===== config.mk =====
export PLATFORM = sky130hd
export DESIGN_NAME = watch_set_controller
export DESIGN_NICKNAME = d
export VERILOG_FILES = /design/src/rtl/watch_set_controller.sv
export SDC_FILE = /design/constraint.sdc
export NUM_CORES = 1
export LEC_CHECK = 0
export ABC_CLOCK_PERIOD_IN_PS = 2300
export CAP_MARGIN = 25
export CORE_MARGIN = 2
export CORE_UTILIZATION = 40
export DETAILED_ROUTE_END_ITERATION = 8
export PLACE_DENSITY_LB_ADDON = 0.25
export SYNTH_ARGS = -nofsm -noshare
export SYNTH_HDL_FRONTEND = slang
export SYNTH_SLANG_ARGS = --single-unit
export TNS_END_PERCENT = 5

===== constraint.sdc =====
create_clock -name clk -period 2.3 [get_ports clk]
set_input_delay 0.23 -clock clk [delete_from_list [all_inputs] [get_ports clk]]
set_output_delay 0.23 -clock clk [all_outputs]
set_load 0.02 [all_outputs]

===== src/rtl/watch_set_controller.sv =====
// Front-panel sequencer: conditions three raw buttons and runs the normal/setting FSM for the watch datapath.
// Optional WATCH_SET_AUTOREPEAT_EN adds hold-to-repeat on btn_inc, paced by tick_2hz.
module watch_set_controller #(
    parameter int DEBOUNCE_CYCLES = 16,
    parameter int TIMEOUT_SEC     = 10,
    parameter int REPEAT_DELAY    = 3
) (
    input  logic       clk,
    input  logic       reset,
    input  logic       tick_1hz,
    input  logic       tick_2hz,
    input  logic       btn_mode,
    input  logic       btn_next,
    input  logic       btn_inc,
    output logic       mode,
    output logic [2:0] set_pos,
    output logic       blink,
    output logic       inc_pulse
);

    // state    | meaning
    // NORMAL   | time runs, no field selected
    // SET_HOUR | hour field selected for editing
    // SET_MIN  | minute field selected for editing
    // SET_SEC  | second field selected for editing

    if (DEBOUNCE_CYCLES < 2 || TIMEOUT_SEC < 1 || TIMEOUT_SEC > 63 || REPEAT_DELAY < 1) begin : g_param_check
        $error("watch_set_controller: parameter out of range");
    end

    localparam int              DB_W       = $clog2(DEBOUNCE_CYCLES);
    localparam logic [DB_W-1:0] DB_RELOAD  = DB_W'(DEBOUNCE_CYCLES - 1);
    localparam logic [5:0]      TMO_RELOAD = 6'(TIMEOUT_SEC);

    typedef enum logic [1:0] {
        S_NORMAL = 2'd0,
        S_HOUR   = 2'd1,
        S_MIN    = 2'd2,
        S_SEC    = 2'd3
    } state_t;

    state_t state, state_nxt;

    // bit 2 = mode, bit 1 = next, bit 0 = inc
    logic [2:0]      raw, sync1, sync2, acc, acc_d, press;
    logic [DB_W-1:0] db_cnt [3];
    logic [5:0]      tmo_left;
    logic            in_set, p_mode, p_next, p_inc, rep_evt, inc_evt, any_press, timeout_hit;

    assign raw = {btn_mode, btn_next, btn_inc};

    // Debounce: the down-counter only runs while the synchronized level differs from the accepted one.
    always_ff @(posedge clk or negedge reset) begin
        if (!reset) begin
            sync1 <= '0;
            sync2 <= '0;
            acc   <= '0;
            acc_d <= '0;
            press <= '0;
            for (int i = 0; i < 3; i++) db_cnt[i] <= '0;
        end else begin
            sync1 <= raw;
            sync2 <= sync1;
            acc_d <= acc;
            press <= acc & ~acc_d;
            for (int i = 0; i < 3; i++) begin
                if (sync2[i] == acc[i])
                    db_cnt[i] <= DB_RELOAD;
                else if (db_cnt[i] == '0)
                    acc[i] <= sync2[i];
                else
                    db_cnt[i] <= db_cnt[i] - 1'b1;
            end
        end
    end

    assign in_set      = (state != S_NORMAL);
    assign p_mode      = press[2];
    assign p_next      = press[1] & ~press[2];
    assign p_inc       = press[0] & ~press[1] & ~press[2];
    assign inc_evt     = in_set & (p_inc | (rep_evt & ~press[2] & ~press[1]));
    assign any_press   = (|press) | rep_evt;
    assign timeout_hit = in_set & (tmo_left == '0);

`ifdef WATCH_SET_AUTOREPEAT_EN
    localparam int                HOLD_W   = $clog2(REPEAT_DELAY + 1);
    localparam logic [HOLD_W-1:0] HOLD_MAX = HOLD_W'(REPEAT_DELAY);

    logic [HOLD_W-1:0] hold_cnt;

    always_ff @(posedge clk or negedge reset) begin
        if (!reset)
            hold_cnt <= '0;
        else if (!acc[0] || !in_set || state_nxt == S_NORMAL)
            hold_cnt <= '0;
        else if (tick_2hz && hold_cnt != HOLD_MAX)
            hold_cnt <= hold_cnt + 1'b1;
    end

    assign rep_evt = in_set & acc[0] & tick_2hz & (hold_cnt == HOLD_MAX);
`else
    assign rep_evt = 1'b0;
`endif

    always_ff @(posedge clk or negedge reset) begin
        if (!reset)
            state <= S_NORMAL;
        else
            state <= state_nxt;
    end

    // A press in the terminal-count clk keeps the FSM in SET; any_press blocks the timeout exit.
    always_comb begin
        state_nxt = state;
        case (state)
            S_NORMAL: if (p_mode) state_nxt = S_HOUR;
            default: begin
                if (p_mode)
                    state_nxt = S_NORMAL;
                else if (p_next)
                    state_nxt = (state == S_HOUR) ? S_MIN : (state == S_MIN) ? S_SEC : S_HOUR;
                else if (!any_press && timeout_hit)
                    state_nxt = S_NORMAL;
            end
        endcase
    end

    always_comb begin
        mode    = 1'b0;
        set_pos = 3'b000;
        case (state)
            S_HOUR:  begin mode = 1'b1; set_pos = 3'b100; end
            S_MIN:   begin mode = 1'b1; set_pos = 3'b010; end
            S_SEC:   begin mode = 1'b1; set_pos = 3'b001; end
            default: begin mode = 1'b0; set_pos = 3'b000; end
        endcase
    end

    always_ff @(posedge clk or negedge reset) begin
        if (!reset)
            tmo_left <= TMO_RELOAD;
        else if (!in_set || any_press)
            tmo_left <= TMO_RELOAD;
        else if (tick_1hz && tmo_left != '0)
            tmo_left <= tmo_left - 1'b1;
    end

    always_ff @(posedge clk or negedge reset) begin
        if (!reset) begin
            blink     <= 1'b0;
            inc_pulse <= 1'b0;
        end else begin
            inc_pulse <= inc_evt;
            if (state_nxt == S_NORMAL || p_mode || p_next || inc_evt)
                blink <= 1'b0;
            else if (tick_2hz)
                blink <= ~blink;
        end
    end

endmodule


**After elaboration in Yosys (flattened, before gate mapping)**

Cells that the tools add are included.

- Latch bits: 0
- Bits of input ports: 7
- Memories kept: 0
- Memory bits (read-only): 0
- Logic and storage cells: 82
- Output and inout port bits: 6
- Bits in writable memories: 0
- Flip-flop bits (word level): 37

- Divide/modulo/power cells: 0
- Bitwise operators: 13
- Magnitude comparators: 0
- Equal/unequal tests: 9
- Add/sub/neg operators: 4
- Reduce and logical (&&, ||, !) cells: 23
- Multiplexer cells: 19
- Multiply operators: 0
- Shift operators: 0

Operators with widths:

| kind | number |
|---|---|
| 2-to-1 mux 4 bit | 6 |
| 2-to-1 mux 2 bit | 7 |
| logical NOT 4 bit | 3 |
| 2-to-1 mux 6 bit | 2 |
| subtractor 4 x 1 -> 4 bit (second input constant) | 3 |
| one-hot mux 3 bit (3 select lines) | 1 |
| logical NOT 6 bit | 1 |
| inequality test 2 bit (second input constant) | 3 |
| inverter 1 bit | 6 |
| AND reduction 2 bit | 3 |
| nonzero test 2 bit | 3 |
| nonzero test 6 bit | 1 |
| OR reduction 3 bit | 2 |
| subtractor 6 x 1 -> 6 bit (second input constant) | 1 |
| bitwise AND 1 bit | 5 |
| equality test 2 bit (second input constant) | 2 |
| logical NOT 2 bit | 2 |
| logical OR 1 bit | 4 |
| bitwise AND 3 bit | 1 |
| equality test 1 bit | 3 |
| 2-to-1 mux 1 bit | 3 |
| inverter 3 bit | 1 |
| equality test 2 x 1 -> 1 bit (second input constant) | 1 |
| logical AND 1 bit | 2 |
| logical NOT 1 bit | 2 |

**Logic depth before layout (Yosys ltp)**

Gate-level depths: netlist of run 1.

- Depth after elaboration: 12
- Gate-level depth with buffers: 6
- Mapped depth without buffers: 6

**Least setup slack after synthesis of run 1**

Ideal clock, no wire load.

- Path kind: register to register
- From: register tmo_left[1]
- To: register tmo_left[5]
- Library setup time: 0.078 ns
- Path buffers: 0
- Period minus slack after synthesis: 1.653 ns
- Data required time: 2.222 ns
- Arrival time: 1.575 ns
- Setup slack: 0.647 ns
- Stages on the path, launching flop included: 7
- Path through: dfstp_2 inv_1 ha_1 or4b_4 o211ai_2 or4_1 a21oi_1

- Cells in the longest elaborated chain, start to end: 3
- Elaborated cells between the ends (all ways): 6
- Those cells by class: add/sub: 1; mux: 2; reduce/logical: 3

RTL lines:

| element | line | source |
|---|---|---|
| start, declared | 47 | `logic [5:0] tmo_left;` |
| start signal, assigned | 145 | `tmo_left <= tmo_left - 1'b1;` |
| subtractor 6 x 1 -> 6 bit / nonzero test 6 bit (equally long branches) | 145, 144 |  |
| 2-to-1 mux 6 bit / logical AND 1 bit (equally long branches) | 144 | `else if (tick_1hz && tmo_left != '0)` |
| 2-to-1 mux 6 bit / nonzero test 2 bit (equally long branches) | n/a |  |

Several ways; a longest one is shown, not always the timed one. The select of a mux whose other input is x is not followed.
A chain may end at the register's enable or synchronous reset.

**Final worst setup path of run 1**

- From: register state[0]
- To: output port mode

- Cells in the longest elaborated chain, start to end: 3
- Elaborated cells between the ends (all ways): 5
- Those cells by class: eq/ne: 3; mux: 1; reduce/logical: 1

RTL lines:

| element | line | source |
|---|---|---|
| start, declared | 42 | `state_t state, state_nxt;` |
| start signal, assigned | 109 | `state <= state_nxt;` |
| equality test 2 x 1 -> 1 bit / equality test 2 bit (equally long branches) | 131 | `case (state)` |
| OR reduction 3 bit (no source line) (*) | n/a |  |
| 2-to-1 mux 1 bit (*) | 131 |  |
| end, declared | 15 | `output logic mode,` |

Mark *: on every way between the ends. The rest lies on a longest branch, timed or not.

==> flow_summary.toml, run 1 <==
[setup_path]
crit_top_cell = "inv_1"
path_max_fanout = 5
path_buf_inv = 3
path_delay_family = "buffers and inverters"
critPathKind = "reg -> out"
crit_slowest_cell = "clkdlybuf4s50_1"
cp_data_arrival_time_ns = 1.63
worst_setup_path_end_kind = "primary output"
crit_chain = "inv_1, ha_1, inv_1, clkdlybuf4s50_1"
critPathMaxStageDelay_ns = 0.59
cp_data_required_time_ns = 2.07
start_kind = "flip-flop"

[clocking]
cts_buffers = 5
hold_buffers = 0
postCtsSetupBuffers = 0
cts_buffer_depth = 2
root_buffer = "clkbuf_8"
cts_tree = "built"
clock-sinks = 37
cts_resized = 0
htree_num_levels = 2
insertion_delay_ns = 0.27
clk_pin_slew_worst_paths_ns = 0.07

[synth]
synth-edff-count = 0
async_flop_share_pct = 100
synth-seq-cells = 37
ys_dominant_reg_cell = "dfrtp_1"
synthDistinctLibCells = 33
synth_area_leaders = "dfrtp_1, ha_1, mux2_1"
yosysTopAreaCellShare_pct = 51.4
synth_top_area_cell = "dfrtp_1"
ys_warn_count = 0
seq_area_frac_synth_pct = 54.5
synthCells = 144
synth_area_um2 = 1700
synth_area_per_cell_um2 = 11.8
syn-num-nets = 164

[grt]
grt.total_usage_pct = 12.3
overflow = 0
antenna_found_initial = 0
grt_pass1_vias = 1158
grt_first_pass_wirelength_um = 4780
grt_start_max_net_pins = 38

[die]
core_um2 = 4060
fp-row-count = 23
die_w_um = 69.2
die_y_um = 69.2
die_area_um2 = 4790
initial_core_util_pct = 42.0
ios = 13

[detailed_routing]
route.detailed.drc = 0
via_per_inst = 4.95
final_antenna_net_count = 0
firstDrtPassIters = 4
dr_total_vias = 1059
drtIter0Drc = 41
routed_wirelength_um = 2550
wl_per_cell_um = 11.9

[layout]
drive_gt1_share_pct = 11.6
area_growth_pct = 16.8
antenna_cells = 0
nets = 183

[timing]
worstMarginPinSlew_ns = 0.444
fin_ws_ns = 0.444
drv_slew = 0
fin_crit_sh_pct = 80.7
fmax_ghz = 0.539
slew_headroom_pct = 70.4
setup_viol = 0
rsz0062_at_grt = "false"
finalHoldViolCount = 0
fin_worst_skew_ns = 0.00218
period_minus_slack_ns = 1.86
tns_ns = 0

[power_and_ir_drop]
leakage_nw = 0.903
p_per_area_nw_per_um2 = 873
ir_drop_uv = 454

[placement]
place_congestion = 0.804
io_buffers = 12
dp_slack_ns = 0.516
dp.final_hpwl_um = 1890

[hold_path]
hold_class = "reg -> reg"

[run_status]
run_status = "finished clean"

[job]
maxCapViolCount = 0
[cell usage after synthesis (2+ instances only)]
master	number
o211ai_2	2
dfstp_2	2
inv_1	12
nand2_1	13
nor3b_2	3
or3_1	3
o21ai_0	2
nor3_1	4
xnor2_1	7
o21ai_1	5
mux2_1	6
nor2_1	4
dfrtp_1	35
ha_1	13
nor2b_1	5
or4_1	2
a21oi_1	5
o31ai_1	2
xor2_1	5
[layout by cell type, fill, tap and decap left out, drive strengths merged]
cell type | Yosys | layout
a31oi | 1 | 1
or3 | 3 | 3
o21ai | 8 | 8
clkdlybuf4s50 | 0 | 12
nor4 | 2 | 2
nor2b | 5 | 5
a21oi | 5 | 5
or4 | 2 | 2
and3 | 1 | 1
nor2 | 4 | 4
nor3 | 4 | 4
nor3b | 4 | 4
buf | 1 | 1
o31ai | 2 | 2
nand2 | 13 | 13
a221oi | 1 | 1
clkinv | 0 | 1
ha | 13 | 13
nand3 | 1 | 1
o21a | 1 | 1
inv | 12 | 12
xor2 | 5 | 5
o22ai | 1 | 1
o211ai | 3 | 3
clkbuf | 0 | 7
nand2b | 1 | 1
mux2 | 6 | 6
xnor2 | 7 | 7
dfrtp | 35 | 35
or4b | 1 | 1
dfstp | 2 | 2
[routing by layer]
metal	vias up	global-route usage (%)	share of wire (%)
met4	0	3.92	0.63
met3	2	4.36	3.7
met2	15	23.0	53
li1	529	-	-
met5	-	0	0
met1	513	12.8	43
[through the flow]
stage / util (%) / std cells / total power, mW / hold slack, ns / area, um^2
5_1_grt: 49.0 / 214 / 1.87 / 0.358 / 1990
6_report: 49.0 / 214 / 1.74 / 0.348 / 1990
3_5_place_dp: 46.5 / 206 / 1.28 / 0.336 / 1890
3_3_place_gp: 46.5 / 206 / 1.25 / 0.334 / 1890
2_1_floorplan: - / 144 / 1.13 / -0.0656 / 1700
4_1_cts: 49.0 / 214 / 1.77 / 0.352 / 1990
[registers in the layout (all words and copies together), names as in the netlist]
name and cells:
press 3, sync2 3, blink 1, state 2, acc_d 3, sync1 3, inc_pulse 1, tmo_left 6
db_cnt 12, acc 3
[worst register-to-register path: cells and delay by family, from the launching register on]
family / cells / cell delay, ns
AOI/OAI and AO/OA: 2 / 0.28
adders and majority gates: 1 / 0.17
buffers and inverters: 1 / 0.06
DFF: 1 / 0.55
and+or+nand+nor: 2 / 0.66
[cells by family after synthesis]
group                    Yosys count  synth area share (%)
AO/OA/AOI/OAI                     22                  8.52
XOR/XNOR                          12                  6.17
adder cells (fa/ha/maj)           13                  9.55
buffers and inverters             13                  2.94
flip-flops                        37                  54.5
multiplexers                       6                  3.97
AND/OR/NAND/NOR                   41                  14.3
[path summary, 6_finish.rpt]
| kind | startpoint | endpoint | slack [ns] | cells past startpoint |
|---|---|---|---|---|
| max | state[0] | mode | 0.44 | 4 |
| min | sync1[0] | sync2[0] | 0.35 | 0 |
| max reg2reg | tmo_left[1] | tmo_left[4] | 0.51 | 6 |
| min reg2reg | sync1[0] | sync2[0] | 0.35 | 0 |
| max in group asynchronous | reset | tmo_left[3] | 1.59 | 2 |
| min in group asynchronous | reset | inc_pulse | 0.37 | 2 |
[where the power goes]
part           total, mW  leakage, nW  switching [mW]  internal (mW)
registers          0.833        0.434          0.0859          0.747
logic              0.431        0.415           0.230          0.201
clock network      0.472       0.0542           0.202          0.270
[cell type report]
| class | instances | area (um^2) |
|---|---|---|
| Tap cell | 50 | 62.6 |
| Inverter | 12 | 45.0 |
| Timing Repair Buffer | 13 | 128 |
| Clock buffer | 7 | 96.3 |
| Sequential cell | 37 | 928 |
| Fill cell | 361 | 2070 |
| Clock inverter | 1 | 5.00 |
| Multi-Input combinational cell | 94 | 724 |
Note: power is estimated with default switching activity, not from simulation.
==> inputs of run 2 (changes only) <==
--- a/config.mk
+++ b/config.mk
@@ -5,7 +5,7 @@
 export SDC_FILE = /design/constraint.sdc
 export NUM_CORES = 1
 export LEC_CHECK = 0
-export ABC_CLOCK_PERIOD_IN_PS = 2300
+export ABC_CLOCK_PERIOD_IN_PS = 1700
 export CAP_MARGIN = 25
 export CORE_MARGIN = 2
 export CORE_UTILIZATION = 40
==> constraint.sdc (replaced) <==
create_clock -name clk -period 1.7 [get_ports clk]
set_input_delay 0.17 -clock clk [delete_from_list [all_inputs] [get_ports clk]]
set_output_delay 0.17 -clock clk [all_outputs]
set_load 0.02 [all_outputs]
==> run 2 against run 1 <==
Effect of this change:
- the flow now finishes with violations (setup timing)
- first-iteration DRC count is 66% higher
- clock power is 25% higher
- cell count is 0.47% higher
- sequential power is 34% higher
- global-route usage hardly changed
- highest routed layer unchanged
==> flow_summary.toml, run 2 (synthesis results as in run 1) <==
[run_status]
run_status = "finished, violations left"
violations = "setup timing"

[die]
die_area_um2 = 4790
fp-row-count = 23
ios = 13
die_y_um = 69.2
initial_core_util_pct = 42.0
core_um2 = 4060
die_w_um = 69.2

[setup_path]
cp_data_arrival_time_ns = 1.98
critPathKind = "reg -> reg"
cp_data_required_time_ns = 1.91
worst-r2r-setup-slack_ns = -0.06
worst_setup_path_end_kind = "flip-flop"
start_kind = "flip-flop"
path_max_fanout = 5

[clocking]
hold_buffers = 0
clock-sinks = 37
insertion_delay_ns = 0.28
clk_pin_slew_worst_paths_ns = 0.07
postCtsSetupBuffers = 0
cts_tree = "built"
htree_num_levels = 2
root_buffer = "clkbuf_8"
cts_buffer_depth = 2
cts_buffers = 5

[layout]
design_area_um2 = 2020
nFillCells = 355
largest_reg_flops = 12
final_util_pct = 49.8
multi_input_area_um2 = 757
area.sequential_um2 = 928
drive_gt1_share_pct = 14.5
largest-register = "db_cnt"
stdcell_count = 215
nets = 185
area_growth_pct = 18.7
antenna_cells = 0
top_regs = "db_cnt: 12 flops, tmo_left: 6 flops"
final_cell_mix = "dfrtp_1, nand2_1, ha_1"
mostFrequentLayoutCell = "dfrtp_1"

[placement]
placedInstanceArea_um2 = 1900
dp.final_hpwl_um = 1920
dp_cells = 208
io_buffers = 12
place_congestion = 0.810

[detailed_routing]
final_antenna_net_count = 0
drtIter0Drc = 68
routed_wirelength_um = 2650
via_per_inst = 5.05
wl_per_cell_um = 12.3
dr_total_vias = 1085
route.detailed.drc = 0
firstDrtPassIters = 4

[timing]
worstMarginPinSlew_ns = 0.450
fin_crit_sh_pct = 104
fmax_ghz = 0.567
drv_slew = 0
period_minus_slack_ns = 1.76
whs_ns = 0.305
fin_ws_ns = -0.0639
finalHoldViolCount = 0
fin_worst_skew_ns = 0.00541
rsz0062_at_grt = "true"
setup_viol = 2
slew_headroom_pct = 69.7

[grt]
grt.total_usage_pct = 12.4
grt_first_pass_wirelength_um = 4700
antenna_found_initial = 0
overflow = 0
grt_start_max_net_pins = 38
grt_pass1_vias = 1111

[job]
maxCapViolCount = 0

[power_and_ir_drop]
p_per_area_nw_per_um2 = 1170
leakage_nw = 0.926
ir_drop_uv = 554

[hold_path]
hold_class = "in -> async"
[run 2: cell count changes in the layout (fill, tap and decap cells not counted), sizes merged]
cell	before	now
clkdlybuf4s50	12	8
dlygate4sd2	0	3
buf	1	3
clkinv	1	0
dlymetal6s2s	0	1
[run 2: final cells by class]
cell class	instances	area share (%)
inverter	12	2.23
timing repair buffer	15	7.00
multi-input combinational	94	37.5
sequential	37	45.9
clock buffer	7	4.27
tap	50	3.10
[run 2: critical path, stage by stage, from the launching register on]
cell and delay [ns]:
dfstp_2 0.55, inv_2 0.04, ha_1 0.16, or4b_4 0.26
o211ai_4 0.10, or4_4 0.43, a21oi_2 0.14
[run 2: timing repair]
| action | in CTS | in global routing |
|---|---|---|
| pin swaps | 2 | 3 |
| resized for setup | 3 | 8 |
| setup endpoints to repair | 5 | 7 |
[run 2: power by group]
| part | leakage (nW) | internal, mW | switching (mW) | total, mW |
|---|---|---|---|---|
| clock | 0.0443 | 0.321 | 0.270 | 0.591 |
| combinational | 0.448 | 0.298 | 0.356 | 0.655 |
| sequential | 0.434 | 1.01 | 0.114 | 1.12 |
| total | 0.926 | 1.63 | 0.740 | 2.37 |
[run 2: final timing paths]
kind | startpoint | to | depth (start not counted)
worst max-delay path | tmo_left[1] | tmo_left[4] | 6
worst min-delay path | reset | inc_pulse | 2
worst max register to register | tmo_left[1] | tmo_left[4] | 6
worst min register to register | sync1[2] | sync2[2] | 0
max in group asynchronous | reset | tmo_left[3] | 2
min in group clk | btn_next | sync1[1] | 1
[run 2: routing by layer]
metal / vias to the layer above / share of wire [%] / GRT usage [%]
met5: - / 0 / 0
met4: 0 / 2.0 / 6.10
met3: 6 / 4.0 / 4.51
met2: 15 / 50 / 20.8
met1: 537 / 44 / 13.7
li1: 527 / - / -
[run 2: metrics by stage]
step	setup WS, ns	power (mW)	TNS, ns
global route	-0.107	2.55	-0.344
detailed placement	-0.0498	1.76	-0.0814
global placement	0.0185	1.73	0
CTS	-0.0502	2.35	-0.100
floorplan	0.0474	1.53	0
finish	-0.0639	2.37	-0.0917
==> inputs of run 3 (changes only) <==
--- a/config.mk
+++ b/config.mk
@@ -9,7 +9,9 @@
 export CAP_MARGIN = 25
 export CORE_MARGIN = 2
 export CORE_UTILIZATION = 40
+export CTS_BUF_LIST = sky130_fd_sc_hd__clkbuf_8
 export DETAILED_ROUTE_END_ITERATION = 8
+export GPL_TIMING_DRIVEN = 1
 export PLACE_DENSITY_LB_ADDON = 0.25
 export SYNTH_ARGS = -nofsm -noshare
 export SYNTH_HDL_FRONTEND = slang
==> run 3 against run 2 <==
Effect of this change:
- the flow still finishes with violations (setup timing)
- flip-flop and latch count stayed put
- global-route usage stayed put
- clock skew stayed put
- critical path depth stayed put
- combinational power hardly changed
- clock power is 0.8% lower
- sequential share of layout area stayed put
- worst setup slack stayed put
- largest cell class unchanged
==> flow_summary.toml, run 3 (synthesis results as in run 1) <==
[grt]
grt_start_max_net_pins = 38
grt_first_pass_wirelength_um = 4700
antenna_found_initial = 0
grt_pass1_vias = 1111
overflow = 0
grt.total_usage_pct = 12.4

[layout]
final_cell_mix = "dfrtp_1, nand2_1, ha_1"
largest-register = "db_cnt"
mostFrequentLayoutCell = "dfrtp_1"
drive_gt1_share_pct = 14.5
largest_reg_flops = 12
nets = 185
antenna_cells = 0
area_growth_pct = 18.7
top_regs = "db_cnt: 12 flops, tmo_left: 6 flops"
design_area_um2 = 2020

[clocking]
cts_buffer_depth = 2
clk_pin_slew_worst_paths_ns = 0.07
root_buffer = "clkbuf_8"
htree_num_levels = 2
postCtsSetupBuffers = 0
cts_buffers = 5
clock-sinks = 37
cts_tree = "built"
insertion_delay_ns = 0.28

[detailed_routing]
dr_total_vias = 1085
route.detailed.drc = 0
firstDrtPassIters = 4
wl_met2_um = 1330
wl_met1_um = 1160
final_antenna_net_count = 0
wl_per_cell_um = 12.3
drtIter0Drc = 68
via_per_inst = 5.05
topRoutingLayerUsed = "met4"
routed_wirelength_um = 2650
met3WireLength_um = 106

[timing]
setup_viol = 2
worstMarginPinSlew_ns = 0.450
fin_ws_ns = -0.0639
fin_crit_sh_pct = 104
whs_ns = 0.305
fin_worst_skew_ns = 0.00541
finalHoldViolCount = 0
period_minus_slack_ns = 1.76
drv_slew = 0
fmax_ghz = 0.567
rsz0062_at_grt = "true"
slew_headroom_pct = 69.7

[setup_path]
cp_data_required_time_ns = 1.91
start_kind = "flip-flop"
worst_setup_path_end_kind = "flip-flop"
cp_data_arrival_time_ns = 1.98
path_max_fanout = 5
worst-r2r-setup-slack_ns = -0.06
critPathKind = "reg -> reg"

[power_and_ir_drop]
ir_drop_uv = 555
p_per_area_nw_per_um2 = 1170
leakage_nw = 0.930

[die]
ios = 13
fp-row-count = 23
die_w_um = 69.2
initial_core_util_pct = 42.0
die_y_um = 69.2
core_um2 = 4060
die_area_um2 = 4790

[placement]
dp.final_hpwl_um = 1920
place_congestion = 0.810
io_buffers = 12
placedInstanceArea_um2 = 1900

[hold_path]
hold_class = "in -> async"

[run_status]
violations = "setup timing"
run_status = "finished, violations left"

[job]
maxCapViolCount = 0
-- run 3: cell count changes in the layout (fill, tap and decap cells not counted), sizes merged --
cell	change
inv	+1
clkbuf	-1
-- run 3: worst paths after layout --
check / startpoint / to / cells past startpoint
setup reg to reg: tmo_left[1] / tmo_left[4] / 6
max in group asynchronous: reset / tmo_left[3] / 2
hold / removal: reset / inc_pulse / 2
hold reg to reg: sync1[2] / sync2[2] / 0
min in group clk: btn_next / sync1[1] / 1
setup / recovery: tmo_left[1] / tmo_left[4] / 6
-- run 3: through the flow --
stage	power, mW	util, %	setup TNS, ns	setup slack [ns]	cells
floorplan	1.53	-	0	0.0474	144
global placement	1.73	46.9	0	0.0185	208
detailed placement	1.76	46.9	-0.0814	-0.0498	208
CTS	2.35	48.9	-0.100	-0.0502	215
global route	2.54	49.8	-0.344	-0.107	215
finish	2.36	49.8	-0.0917	-0.0639	215
-- run 3: per-layer routing --
layer | up-vias | global-route usage (%)
li1 | 527 | -
met1 | 537 | 13.7
met2 | 15 | 20.8
met3 | 6 | 4.51
met4 | 0 | 6.10
met5 | - | 0
-- run 3: area by class of cell --
| class | instances | area (um^2) |
|---|---|---|
| clock buffer | 6 | 82.6 |
| clock inverter | 1 | 3.75 |
| fill | 355 | 2040 |
| inverter | 12 | 45.0 |
| multi-input combinational | 94 | 757 |
| sequential | 37 | 928 |
| tap | 50 | 62.6 |
| timing repair buffer | 15 | 141 |
-- run 3: where the power goes --
group | leakage, nW | internal [mW] | switching [mW]
Clock | 0.0485 | 0.315 | 0.271
Sequential | 0.434 | 1.01 | 0.114
Combinational | 0.448 | 0.298 | 0.356
-- run 3: worst max-delay path: stages (launching register included) --
cell and delay [ns]:
dfstp_2 0.55, inv_2 0.04, ha_1 0.16, or4b_4 0.26, o211ai_4 0.10, or4_4 0.43, a21oi_2 0.14
-- run 3: what timing repair did --
item / 4_1_cts / 5_1_grt
hold endpoints to repair: 0 / 0
pin swaps: 2 / 3
setup endpoints to repair: 5 / 7
hold buffers: 0 / 0
resized for setup: 3 / 8
cloned: 0 / 0
